--- config.mk ---
export PLATFORM = sky130hd
export DESIGN_NAME = spi_flash_rd_seq
export DESIGN_NICKNAME = d
export VERILOG_FILES = /design/src/rtl/spi_flash_rd_seq.sv
export SDC_FILE = /design/constraint.sdc
export NUM_CORES = 1
export LEC_CHECK = 0
export ABC_AREA = 1
export ABC_CLOCK_PERIOD_IN_PS = 4600
export CORE_ASPECT_RATIO = 0.6
export CORE_MARGIN = 2
export CORE_UTILIZATION = 52
export DETAILED_ROUTE_END_ITERATION = 8
export PLACE_DENSITY = 0.94
export SETUP_SLACK_MARGIN = 0.02
export SYNTH_ARGS = -nofsm -noshare
export SYNTH_HDL_FRONTEND = slang
export SYNTH_SLANG_ARGS = --single-unit
export TNS_END_PERCENT = 5
--- constraint.sdc ---
create_clock -name clk -period 4.6 [get_ports clk]
set_input_delay 0.92 -clock clk [delete_from_list [all_inputs] [get_ports clk]]
set_output_delay 0.92 -clock clk [all_outputs]
set_load 0.1 [all_outputs]
--- src/rtl/spi_flash_rd_seq.sv ---
// spi_flash_rd_seq: runs one SPI flash transaction (opcode, optional
// 24-bit address, 0..256 read bytes) over the SPI slave's register port.
// Ports: clk/rst_n; start_i/cmd_i/addr_i/addr_en_i/len_i/div_i/abort_i request;
// busy_o/done_o/err_o status; rd_data_o/rd_valid_o/rd_ready_i read stream;
// spi_* register-port master (write, read, irq).
module spi_flash_rd_seq #(
    parameter int unsigned TMO_W    = 16,
    parameter logic [7:0]  DUMMY_TX = 8'h00
) (
    input  logic        clk,
    input  logic        rst_n,
    input  logic        start_i,
    input  logic [7:0]  cmd_i,
    input  logic [23:0] addr_i,
    input  logic        addr_en_i,
    input  logic [8:0]  len_i,
    input  logic [7:0]  div_i,
    input  logic        abort_i,
    output logic        busy_o,
    output logic        done_o,
    output logic        err_o,
    output logic [7:0]  rd_data_o,
    output logic        rd_valid_o,
    input  logic        rd_ready_i,
    output logic [7:0]  spi_waddr_o,
    output logic [31:0] spi_wdata_o,
    output logic [3:0]  spi_sel_o,
    output logic        spi_we_o,
    output logic [7:0]  spi_raddr_o,
    output logic        spi_rd_o,
    input  logic [31:0] spi_rdata_i,
    input  logic        spi_irq_i
);

    localparam logic [7:0] A_CTRL = 8'h00;
    localparam logic [7:0] A_DATA = 8'h04;

    typedef enum logic [3:0] {
        S_IDLE, S_CFG, S_LOAD, S_KICK, S_WAIT, S_SETTLE,
        S_RD, S_CAP, S_PUSH, S_DESEL, S_DONE
    } state_t;

    state_t            state_q, state_d;
    logic [7:0]        cmd_q, div_q, byte_q;
    logic [23:0]       addr_q;
    logic              addr_en_q;
    logic [8:0]        k_q, n_q;
    logic [TMO_W-1:0]  wdog_q;
    logic              err_q;

    logic [TMO_W-1:0]  wdog_nxt;
    logic [8:0]        k_nxt, hdr;
    logic              more, rd_phase;
    logic [7:0]        tx_byte;
    logic              accept, k_inc, wdog_run, tmo, cap;
    logic              rdata_unused;

    assign rdata_unused = ^spi_rdata_i[31:8];

    assign wdog_nxt = wdog_q + TMO_W'(1);
    assign k_nxt    = k_q + 9'd1;
    assign more     = (k_nxt < n_q);
    // Bytes before index hdr are opcode/address; the rest are reads.
    assign hdr      = addr_en_q ? 9'd4 : 9'd1;
    assign rd_phase = (k_q >= hdr);

    always_comb begin
        tx_byte = DUMMY_TX;
        unique case (1'b1)
            (k_q == 9'd0):              tx_byte = cmd_q;
            (addr_en_q && k_q == 9'd1): tx_byte = addr_q[23:16];
            (addr_en_q && k_q == 9'd2): tx_byte = addr_q[15:8];
            (addr_en_q && k_q == 9'd3): tx_byte = addr_q[7:0];
            default:                    tx_byte = DUMMY_TX;
        endcase
    end

    always_comb begin
        state_d     = state_q;
        spi_waddr_o = '0;
        spi_wdata_o = '0;
        spi_sel_o   = '0;
        spi_we_o    = 1'b0;
        spi_raddr_o = '0;
        spi_rd_o    = 1'b0;
        accept      = 1'b0;
        k_inc       = 1'b0;
        wdog_run    = 1'b0;
        tmo         = 1'b0;
        cap         = 1'b0;
        unique case (state_q)
            S_IDLE: begin
                if (start_i) begin
                    accept  = 1'b1;
                    state_d = S_CFG;
                end
            end
            S_CFG: begin
                spi_we_o    = 1'b1;
                spi_waddr_o = A_CTRL;
                spi_sel_o   = 4'b0011;
                spi_wdata_o = {16'h0, div_q, 8'b000_11000};
                state_d     = S_LOAD;
            end
            S_LOAD: begin
                spi_we_o    = 1'b1;
                spi_waddr_o = A_DATA;
                spi_sel_o   = 4'b0001;
                spi_wdata_o = {24'h0, tx_byte};
                state_d     = S_KICK;
            end
            S_KICK: begin
                spi_we_o    = 1'b1;
                spi_waddr_o = A_CTRL;
                spi_sel_o   = 4'b0011;
                spi_wdata_o = {16'h0, div_q, 8'b000_11001};
                state_d     = S_WAIT;
            end
            S_WAIT: begin
                if (spi_irq_i) begin
                    state_d = S_SETTLE;
                end else if (&wdog_nxt) begin
                    // Counter would hit all-ones: give up on this byte.
                    tmo     = 1'b1;
                    state_d = S_DESEL;
                end else begin
                    wdog_run = 1'b1;
                end
            end
            S_SETTLE: state_d = S_RD;
            S_RD: begin
                spi_rd_o    = 1'b1;
                spi_raddr_o = A_DATA;
                state_d     = S_CAP;
            end
            S_CAP: begin
                cap = 1'b1;
                if (rd_phase) begin
                    state_d = S_PUSH;
                end else begin
                    k_inc   = 1'b1;
                    state_d = (more && !abort_i) ? S_LOAD : S_DESEL;
                end
            end
            S_PUSH: begin
                if (rd_ready_i) begin
                    k_inc   = 1'b1;
                    state_d = (more && !abort_i) ? S_LOAD : S_DESEL;
                end
            end
            S_DESEL: begin
                spi_we_o    = 1'b1;
                spi_waddr_o = A_CTRL;
                spi_sel_o   = 4'b0011;
                spi_wdata_o = {16'h0, div_q, 8'h00};
                state_d     = S_DONE;
            end
            S_DONE:  state_d = S_IDLE;
            default: state_d = S_IDLE;
        endcase
    end

    always_ff @(posedge clk or negedge rst_n) begin
        if (!rst_n) begin
            state_q   <= S_IDLE;
            cmd_q     <= '0;
            div_q     <= '0;
            addr_q    <= '0;
            addr_en_q <= 1'b0;
            n_q       <= '0;
            k_q       <= '0;
            wdog_q    <= '0;
            byte_q    <= '0;
            err_q     <= 1'b0;
        end else begin
            state_q <= state_d;
            if (accept) begin
                cmd_q     <= cmd_i;
                div_q     <= div_i;
                addr_q    <= addr_i;
                addr_en_q <= addr_en_i;
                n_q       <= 9'd1 + (addr_en_i ? 9'd3 : 9'd0) + len_i;
                k_q       <= '0;
                err_q     <= 1'b0;
            end
            if (k_inc) k_q <= k_nxt;
            if (state_q == S_KICK) begin
                wdog_q <= '0;
            end else if (wdog_run) begin
                wdog_q <= wdog_nxt;
            end
            if (tmo) err_q <= 1'b1;
            if (cap) byte_q <= spi_rdata_i[7:0];
        end
    end

    assign busy_o     = (state_q != S_IDLE);
    assign done_o     = (state_q == S_DONE);
    assign err_o      = err_q;
    assign rd_valid_o = (state_q == S_PUSH);
    assign rd_data_o  = byte_q;

endmodule

## Word level (Yosys, flattened, before mapping)

Cells that the tools add are included.

| storage, ports and cells | value |
|---|---|
| register bits after elaboration | 88 |
| input port bits | 88 |
| output and inout bits | 66 |
| logic and storage cells | 81 |

| cells by class | value |
|---|---|
| $add $sub $neg | 4 |
| magnitude comparators | 2 |
| equal/unequal tests | 16 |
| mux-type cells | 34 |
| reduce and logical (&&, ||, !) cells | 15 |

Operator list:

| cell | count |
|---|---|
| $pmux W16 S4 | 1 |
| $pmux W4 S10 | 1 |
| $mux W16 | 2 |
| $pmux W8 S4 | 1 |
| $mux W4 | 6 |
| $eq A9 B2 Y1 const B | 2 |
| $mux W9 | 2 |
| $add A16 B1 Y16 const B | 1 |
| $eq A4 B3 Y1 const B | 4 |
| $reduce_and A16 Y1 | 1 |
| $mux W1 | 15 |
| $eq A4 B4 Y1 const B | 3 |
| $add A3 B9 Y9 | 1 |
| $add A9 B1 Y9 const B | 1 |
| $eq A9 B1 Y1 const B | 1 |
| $ge A9 B3 Y1 | 1 |
| $logic_not A9 Y1 | 1 |
| $lt A9 B9 Y1 | 1 |
| $mux W3 | 3 |
| $eq A4 B2 Y1 const B | 2 |
| $reduce_bool A2 Y1 | 3 |
| $eq A4 B1 Y1 const B | 1 |
| $logic_and A1 B1 Y1 | 4 |
| $logic_not A4 Y1 | 1 |
| other kinds (12) | 12 |

## Longest topological paths before layout

Gate-level depths: netlist (run 1).

| logic depth | value |
|---|---|
| depth in word-level cells | 7 |
| depth in mapped cells | 18 |
| mapped depth without buffers | 18 |

## Worst setup path before layout (run 1)

OpenSTA, ideal clock, no wires.

| path | value |
|---|---|
| path kind | register to output |
| from | register state_q[3] |
| to | output port spi_wdata_o[4] |
| data arrival time | 4.567 ns |
| data required time | 3.680 ns |
| path slack | -0.887 ns |
| stages on the path, launching flop included | 6 |
| buffers on the path | 0 |
| cell sequence | dfrtp_1 > nor2_1 > inv_1 > nor2_1 > nand2_1 > o21ai_0 |

| on the way | value |
|---|---|
| cells in the longest elaborated chain, start to end | 2 |
| elaborated cells between the ends (all ways) | 5 |
| those cells by class | 4 x eq/ne; 1 x mux |

RTL lines:

| element | RTL line | RTL |
|---|---|---|
| start, declared | 43 | `state_t state_q, state_d;` |
| start signal, assigned | 176 | `state_q <= state_d;` |
| $eq A4 B4 Y1 (tied with other cells) | 91 | `unique case (state_q)` |
| $pmux W16 S4 * | 91 |  |
| end, declared | 26 | `output logic [31:0] spi_wdata_o,` |

Mark *: on every way between the ends. The rest lies on a longest branch, timed or not.

## Worst setup path in the final report (run 1)

| path | value |
|---|---|
| from | register state_q[3] |
| to | output port spi_waddr_o[2] |

| on the way | value |
|---|---|
| cells in the longest elaborated chain, start to end | 2 |

RTL lines:

| element | RTL line | RTL |
|---|---|---|
| $eq A4 B2 Y1 | 91 |  |
| $mux W3 | 91 |  |
| end, declared | 25 | `output logic [7:0] spi_waddr_o,` |

Every way passes these cells.

==> results of run 1 <==
[per-layer routing]
layer  routed length [um]  vias up
li1                     -     2370
met1                 5865     2221
met2                 5611      278
met3                 1320       28
met4                  265        0
met5                    0        -
[placed cells by master (no fill, tap or decap), types with 2 or more instances in the layout]
master | Yosys | layout
a21oi_1 | 8 | 8
a31oi_1 | 5 | 5
buf_4 | 33 | 24
clkbuf_16 | 0 | 9
clkbuf_8 | 0 | 2
clkdlybuf4s50_1 | 0 | 77
clkinv_1 | 4 | 4
clkinvlp_4 | 0 | 2
conb_1 | 1 | 32
dfrtp_1 | 88 | 88
ha_1 | 18 | 18
inv_1 | 82 | 82
nand2_1 | 241 | 241
nand2_2 | 3 | 3
nand3_1 | 46 | 46
nand3b_1 | 2 | 2
nand4_1 | 19 | 19
nor2_1 | 53 | 53
nor2_2 | 4 | 4
nor2_4 | 2 | 2
nor3_1 | 6 | 6
nor3_2 | 2 | 2
o2111ai_1 | 2 | 2
o21ai_0 | 46 | 45
o22ai_1 | 5 | 5
o31ai_1 | 2 | 2
xnor2_1 | 2 | 2
xor2_1 | 10 | 10
[worst register-to-register path: stages, from the launching register on]
cell	delay [ns]
dfrtp_1	0.39
ha_1	0.21
inv_1	0.09
nor3_1	0.32
nand3_1	0.19
nor3_1	0.21
xor2_1	0.26
ha_1	0.29
nand2_1	0.10
nor2_1	0.06
nand2_1	0.07
nand3_1	0.06
a21oi_1	0.23
nand2_1	0.16
o21ai_0	0.20
o21ai_0	0.10
nor2_1	0.13
[cell families (layout without fill, tap and decap cells)]
kind of cell | count (synthesis) | after routing | share of synthesized area [%]
other cells | 1 | 32 | 0.07199
flops | 88 | 88 | 42.28
compound gates | 71 | 71 | 7.519
xor+xnor | 12 | 12 | 2.018
fa+ha+maj | 19 | 19 | 4.708
buf+inv | 134 | 203 | 12.20
simple gates | 382 | 382 | 31.20
[worst max-delay path by stage]
| stage | depth (start not counted) | startpoint | slack, ns | end |
|---|---|---|---|---|
| floorplan | 5 | state_q[3] | -0.32 | spi_wdata_o[1] |
| global placement | 8 | k_q[6] | 1.44 | spi_wdata_o[7] |
| detailed placement | 4 | state_q[3] | 1.36 | spi_waddr_o[2] |
| CTS | 4 | state_q[3] | 0.98 | spi_waddr_o[2] |
| global route | 4 | state_q[3] | 0.81 | spi_waddr_o[2] |
| finish | 4 | state_q[3] | 0.95 | spi_waddr_o[2] |
[layout make-up]
class                   count  area share (%)
clock buffers              12           3.997
clock inverters             4          0.4484
inverters                  86           5.030
multi-input cells         516           38.76
flip-flops and latches     88           34.31
well taps                 135           2.632
repair buffers            101           14.82
[power by group through the flow]
stage	clock (mW)	sequential (mW)	combinational, mW
6_report	0.706	1.21	2.51
5_1_grt	0.742	1.25	2.69
4_1_cts	0.711	1.21	2.50
3_5_place_dp	0	1.22	2.49
3_3_place_gp	0	1.20	2.43
2_1_floorplan	0	1.43	1.70
[sequential cells by signal, summed over array words and instances, names as in the netlist]
name	count
n_q	9
err_o	1
div_q	8
state_q	4
addr_en_q	1
rd_data_o	8
k_q	9
wdog_q	16
cmd_q	8
addr_q	24
[per-stage QoR]
| stage | cell area (um^2) | setup TNS, ns |
|---|---|---|
| floorplan | 5325 | -1.710 |
| global placement | 6132 | 0 |
| detailed placement | 6132 | 0 |
| CTS | 6417 | 0 |
| global route | 6417 | 0 |
| finish | 6417 | 0 |
==> impl_metrics.ini, run 1 <==
[critical_path]
crit_required_ns = 3.68
crit_top_cell = nor2_1
r2r_slack_ns = 1.45
worstSetupEndpointType = primary output
worst-endpoint-arrival_ns = 2.73
max_stage_delay_ns = 1.24
path_delay_family = buffers and inverters
cp_max_fo = 5
rr_startpoint = k_q[0]
critical_path_buf_inv_count = 2
rr_worst_depth = 16
worstSetupPathType = flop to primary output
rr_endpoint = state_q[1]
slowest_stage = clkdlybuf4s50_1
path_cells = nor2_1 > inv_1 > nor2_1 > clkdlybuf4s50_1
start_kind = flop

[clock_tree]
ctsResizeCount = 0
cts.path.max_buffers = 2
ctsHtreeMaxLevel = 3
cts_tree = built
clkSinkCount = 88
cts_setup_buffers = 0
clkTransAtPathRegs_ns = 0.07
cts-root-buf = clkbuf_16
clk_latency_ns = 0.35
holdBufCountCts = 0
cts_made_buffers = 9

[logic_synthesis]
yosysMostFrequentCell = nand2_1
synth_edf_count = 0
yosys.cell_types.count = 35
ys_ff_latch = 88
synth_ff_type = dfrtp_1
synth_warnings = 0
syn_area_um2 = 5209
synth_cells = 707
yosys-top-cells-count = 241 x nand2_1, 88 x dfrtp_1, 82 x inv_1, 53 x nor2_1
async_flop_share_pct = 100.0
syn_avg_cell_area_um2 = 7.367
synthTopCellsByArea = dfrtp_1 42%, nand2_1 17%, inv_1 5.9%
yosysTopAreaCell = dfrtp_1
synth_top_cell_area_share_pct = 42.28
seq_area_frac_synth_pct = 42.28

[power]
p_sw_mw = 2.406
p_leak_nw = 3.183
ir_drop_mv = 0.7501
p_clk_share_pct = 16.0
swShare_pct = 54.35
power.internal_mw = 2.020
seqPwrFrac_pct = 27.4
p_comb_share_pct = 56.7
powerDensity_nw_per_um2 = 689.7
report.power.total_mw = 4.426

[final_layout]
area_growth_pct = 23.20
nets = 909
fin_util_pct = 65.42
multi_input_area_um2 = 2487
seq_area_um2 = 2202
drive_gt1_share_pct = 6.691
n_antenna_cell = 0
n_fill_cell = 833
stdcell_count = 942

[floorplan]
die_h_um = 81.53
die_x_um = 133.2
ios = 154
start_util_pct = 53.10
core-area_um2 = 9809
fp.dieArea_um2 = 10860
num_rows = 28

[run]
maxCapViolations = 0

[min_path]
hold_path_startpoint = rd_data_o[5]
hold_path.class = flop to flop
holdPathEnd = rd_data_o[5]
whs_path_depth = 2

[detailed_routing]
via_per_inst = 5.199
route.final.wire_length_um = 13060
avgRoutedWirePerCell_um = 13.87
antenna_left = 0
drtIter0Drc = 530
drc = 0
drt_pass1_iterations = 7
vias = 4897

[global_route]
met3_usage_pct = 7.037
use_met2_pct = 38.55
grt_max_degree = 89
grt_pass1_vias = 4508
grtUsageMet1_pct = 35.37
antenna_found_initial = 0
top_usage_layer = met2
grt_use_total_pct = 25.28
grt_first_pass_wirelength_um = 21510
grt_overflow = 0

[sta]
rsz0062_at_grt = false
worst_slack_ns = 0.9487
slew_headroom_pct = 26.74
setup_viol = 0
tightest_slew_ns = 1.099
finClkSkew_ns = 0.008092
maxClockFrequency_mhz = 273.9
finalMaxSlewViolations = 0
fin_crit_sh_pct = 79.38
final_hold_viol_count = 0
timing.final.crit_period_ns = 3.651
hold_slack_ns = 0.4665

[run_status]
status = finished, final reports clean

[place]
dp_slack_ns = 1.355
io_buffers = 97
hpwl_um = 9428
dp_cells = 926
gp_congestion = 0.9033
No activity file was read; power rests on OpenSTA's default activity.
==> run 2: changes to the inputs <==
Settings changed: ABC_CLOCK_PERIOD_IN_PS 4600 to 3400, CORE_UTILIZATION 52 to 48, PLACE_DENSITY 0.94 to 0.88.
Clock period 4.6 ns to 3.4 ns, I/O delays scaled along.
==> run 2 against run 1 <==
Against the previous run: sequential cell count did not move; wire length shrank 2.8%; largest cell class unchanged; largest power group unchanged; cell count rose by 1.2%; setup slack got worse by 0.73 ns; sequential power is 36% higher; clock power rose by 34%; register-to-register slack lost 0.97 ns; combinational power grew 54%; hold slack worse by 0.072 ns; critical endpoint is now spi_wdata_o[7]; critical path type unchanged; global-route usage fell by 2.5 points; final area up 5.9%; via count is 3.0% lower.
==> impl_metrics.ini, run 2 (synthesis gave the netlist of run 1 again) <==
[detailed_routing]
drt_pass1_iterations = 5
via_per_inst = 4.983
top_layer_used = met4
routed-wl-met3_um = 1033
m1WireLength_um = 6004
drtIter0Drc = 412
drc = 0
route.final.wire_length_um = 12700
avgRoutedWirePerCell_um = 13.32
vias = 4749
wl_met2_um = 5430
antenna_left = 0

[sta]
setup-tns-final_ns = 0
tightest_slew_ns = 0.9703
fin_crit_sh_pct = 93.50
maxClockFrequency_mhz = 314.6
timing.final.crit_period_ns = 3.179
final_hold_viol_count = 0
finalMaxSlewViolations = 0
rsz0062_at_grt = false
slew_headroom_pct = 35.11
setup_viol = 0
finClkSkew_ns = 0.007387

[clock_tree]
ctsHtreeMaxLevel = 3
clkSinkCount = 88
cts.path.max_buffers = 2
clkTransAtPathRegs_ns = 0.06
cts_setup_buffers = 0
cts-root-buf = clkbuf_16
ctsResizeCount = 0
cts_tree = built
holdBufCountCts = 0
cts_made_buffers = 9
clk_latency_ns = 0.35

[critical_path]
crit_required_ns = 2.72
start_kind = flop
max_stage_delay_ns = 0.43
slowest_stage = dfrtp_1
cp_max_fo = 9
path_cells = nor2_1 > nand2_1 > inv_1 > nand4_1 > clkinv_1 > nor2_1 > o211ai_1 > nand2_1 > a31oi_2 > buf_12
worstSetupEndpointType = primary output
worstSetupPathType = flop to primary output
worst-endpoint-arrival_ns = 2.50

[floorplan]
core-area_um2 = 10560
start_util_pct = 49.33
num_rows = 29
die_x_um = 138.5
fp.dieArea_um2 = 11730
ios = 154
die_h_um = 84.69

[global_route]
grt_overflow = 0
grt_use_total_pct = 22.81
grt_first_pass_wirelength_um = 21490
antenna_found_initial = 0
grt_max_degree = 63
grt_pass1_vias = 4554

[final_layout]
largest_reg_flops = 24
final_area_um2 = 6798
layout_common_cells = 241 x nand2_1, 88 x dfrtp_1, 82 x inv_1
layout_top_registers = addr_q: 24 flops, wdog_q: 16 flops
n_antenna_cell = 0
area_growth_pct = 30.51
stdcell_count = 953
drive_gt1_share_pct = 10.69
nets = 916
final_common_cell = nand2_1
regMostFlops = addr_q

[place]
hpwl_um = 9634
io_buffers = 97
dpl-instance-area_um2 = 6516
gp_congestion = 0.9575
dp_cells = 937

[run]
maxCapViolations = 0

[power]
powerDensity_nw_per_um2 = 947.5
report.power.total_mw = 6.441
p_leak_nw = 3.299
ir_drop_mv = 1.196

[min_path]
hold_path.class = input port to asynchronous set/reset pin

[run_status]
status = finished, final reports clean
[run 2: per-stage QoR]
step,hold slack (ns),worst slack [ns],utilization (%)
3_3_place_gp,0.4537,0.5159,61.71
2_1_floorplan,0.3844,-0.3026,-
5_1_grt,0.4699,0.03000,64.38
6_report,0.3945,0.2210,64.38
4_1_cts,0.4378,0.2222,64.38
3_5_place_dp,0.4599,0.4659,61.71
[run 2: worst paths after layout]
check	start	endpoint	slack, ns	cells after the start
setup reg to reg	k_q[0]	state_q[3]	0.48	17
hold / removal	rst_n	n_q[6]	0.39	1
setup / recovery	k_q[6]	spi_wdata_o[7]	0.22	10
max in group asynchronous	rst_n	k_q[8]	2.26	2
min in group clk	rd_data_o[4]	rd_data_o[4]	0.47	2
hold reg to reg	rd_data_o[4]	rd_data_o[4]	0.47	2
[run 2: metal layers]
| metal | track usage [%] | vias to the layer above |
|---|---|---|
| li1 | - | 2380 |
| met1 | 32.38 | 2166 |
| met2 | 33.57 | 185 |
| met3 | 6.617 | 18 |
| met4 | 7.978 | 0 |
| met5 | 0 | - |
[run 2: report_power, final]
| group | switching [mW] | total [mW] | internal [mW] |
|---|---|---|---|
| Sequential | 0.206 | 1.64 | 1.43 |
| Combinational | 2.76 | 3.86 | 1.10 |
| Clock | 0.426 | 0.944 | 0.518 |
| Total | 3.39 | 6.44 | 3.05 |
[run 2: worst max-delay path: cells and delay by family (launching register included)]
kind                   cells  cell delay, ns
AND/OR/NAND/NOR            5            0.77
flip-flops                 1            0.43
AO/OA/AOI/OAI              2            0.42
buffers and inverters      3            0.53
[run 2: cell type report]
class | count | area, um^2
clock buffer | 10 | 239.0
timing repair buffer | 108 | 1224
tap | 139 | 173.9
sequential | 88 | 2202
multi-input combinational | 516 | 2592
clock inverter | 6 | 42.54
inverter | 86 | 324.1
fill | 901 | 3761
==> run 3: changes to the inputs <==
Settings changed: CORE_ASPECT_RATIO 0.6 to 0.9.
==> run 3 against run 2 <==
Against the previous run: clock power grew 27%; combinational power is essentially flat; sequential share of layout area shrank 0.28 points; count of clock-buffer cells in the layout is the same; core utilization shrank 0.42 points; clock skew shrank 0.0016 ns; wire length is essentially flat; cell count shrank 0.94%; non-clock buffer count shrank 2; via count grew 0.74%; largest power group unchanged.
==> impl_metrics.ini, run 3 (synthesis gave the netlist of run 1 again) <==
[run_status]
status = finished, final reports clean

[power]
p_clk_share_pct = 17.9
powerDensity_nw_per_um2 = 981.4
power.internal_mw = 3.317
seqPwrFrac_pct = 24.5
p_comb_share_pct = 57.6
p_sw_mw = 3.412
ir_drop_mv = 0.5393
report.power.total_mw = 6.729
p_leak_nw = 3.328
swShare_pct = 50.71

[sta]
fin_crit_sh_pct = 91.08
finClkSkew_ns = 0.005825
slew_headroom_pct = 34.38
setup_viol = 0
final_hold_viol_count = 0
maxClockFrequency_mhz = 322.9
timing.final.crit_period_ns = 3.097
worst_slack_ns = 0.3033
tightest_slew_ns = 0.9813
finalMaxSlewViolations = 0
hold_slack_ns = 0.2973
rsz0062_at_grt = false
setup-tns-final_ns = 0

[clock_tree]
cts_made_buffers = 9
cts-root-buf = clkbuf_16
clk_latency_ns = 0.34
ctsHtreeMaxLevel = 3
clkSinkCount = 88
cts_tree = built
cts.path.max_buffers = 2
clkTransAtPathRegs_ns = 0.06
cts_setup_buffers = 0

[place]
dp_cells = 929
dp_slack_ns = 0.4914
io_buffers = 97
gp_congestion = 0.9389
dpl-instance-area_um2 = 6494
hpwl_um = 8999

[critical_path]
worstSetupEndpointType = primary output
worst-endpoint-arrival_ns = 2.42
start_kind = flop
cp_max_fo = 9
rr_worst_depth = 17
worstSetupPathType = flop to primary output
crit_required_ns = 2.72

[detailed_routing]
m1WireLength_um = 5476
vias = 4784
wl_met2_um = 6027
drt_pass1_iterations = 5
routed-wl-met3_um = 1001
route.final.wire_length_um = 12710
top_layer_used = met4
via_per_inst = 5.068
antenna_left = 0
drc = 0
drtIter0Drc = 263
avgRoutedWirePerCell_um = 13.46

[final_layout]
n_antenna_cell = 0
regMostFlops = addr_q
area_growth_pct = 31.64
drive_gt1_share_pct = 10.36
nets = 914
largest_reg_flops = 24
layout_common_cells = 241 x nand2_1, 88 x dfrtp_1, 82 x inv_1
layout_top_registers = addr_q: 24 flops, wdog_q: 16 flops
final_area_um2 = 6857
final_common_cell = nand2_1
fin_util_pct = 63.96
stdcell_count = 944

[floorplan]
fp.dieArea_um2 = 11700
start_util_pct = 48.59
core-area_um2 = 10720
die_h_um = 102.8
ios = 154
num_rows = 36
die_x_um = 113.8

[global_route]
grt_pass1_vias = 4467
antenna_found_initial = 0
grt_use_total_pct = 22.61
grt_first_pass_wirelength_um = 20880
grt_overflow = 0
grt_max_degree = 42

[run]
maxCapViolations = 0

[min_path]
hold_path.class = input port to asynchronous set/reset pin
[run 3: cell count changes in the layout (fill, tap and decap cells not counted)]
cell        delta
nor3_2         +1
clkinv_2       -2
clkinvlp_4     -2
bufinv_16      +4
clkbuf_8       -1
nor3_1         -1
clkbuf_1       +1
buf_4          -2
inv_6          -1
[run 3: per-layer routing]
metal  vias up  GRT usage [%]
li1       2385              -
met5         -              0
met2       196          36.94
met4         0          6.379
met3        16          6.820
met1      2187          29.64
[run 3: worst paths after layout]
check | slack [ns] | start | to
worst min-delay path | 0.30 | rst_n | div_q[5]
worst max-delay path | 0.30 | k_q[6] | spi_wdata_o[2]
worst min register to register | 0.47 | rd_data_o[7] | rd_data_o[7]
worst max register to register | 0.52 | k_q[0] | state_q[3]
min in group clk | 0.47 | rd_data_o[7] | rd_data_o[7]
max in group asynchronous | 2.33 | rst_n | wdog_q[7]
[run 3: final cells by class]
| type | count | area [um^2] |
|---|---|---|
| clock buffers | 10 | 229.0 |
| clock inverters | 5 | 128.9 |
| fillers | 866 | 3864 |
| inverters | 86 | 324.1 |
| multi-input cells | 516 | 2597 |
| flip-flops and latches | 88 | 2202 |
| well taps | 133 | 166.4 |
| repair buffers | 106 | 1209 |
[run 3: power groups by stage]
stage	Clock, mW	Combinational (mW)	Sequential [mW]
floorplan	0	2.43	1.94
global placement	0	3.77	1.63
detailed placement	0	3.84	1.65
CTS	1.21	3.88	1.64
global route	1.26	4.14	1.68
finish	1.20	3.88	1.65
[run 3: what timing repair did]
item / in CTS / in global routing
hold buffers: 0 / 0
endpoints found under the setup margin: 0 / 2
gates resized for setup: 0 / 1
[run 3: critical path, cell delays in order, from the launching register on]
cell and delay (ns):
dfrtp_1 0.43, nor2_1 0.17, nand2_1 0.14, inv_1 0.12, nand4_1 0.10, clkinv_1 0.19, nor2_1 0.06, o211ai_1 0.08
nand2_1 0.24, a31oi_2 0.32, buf_12 0.21
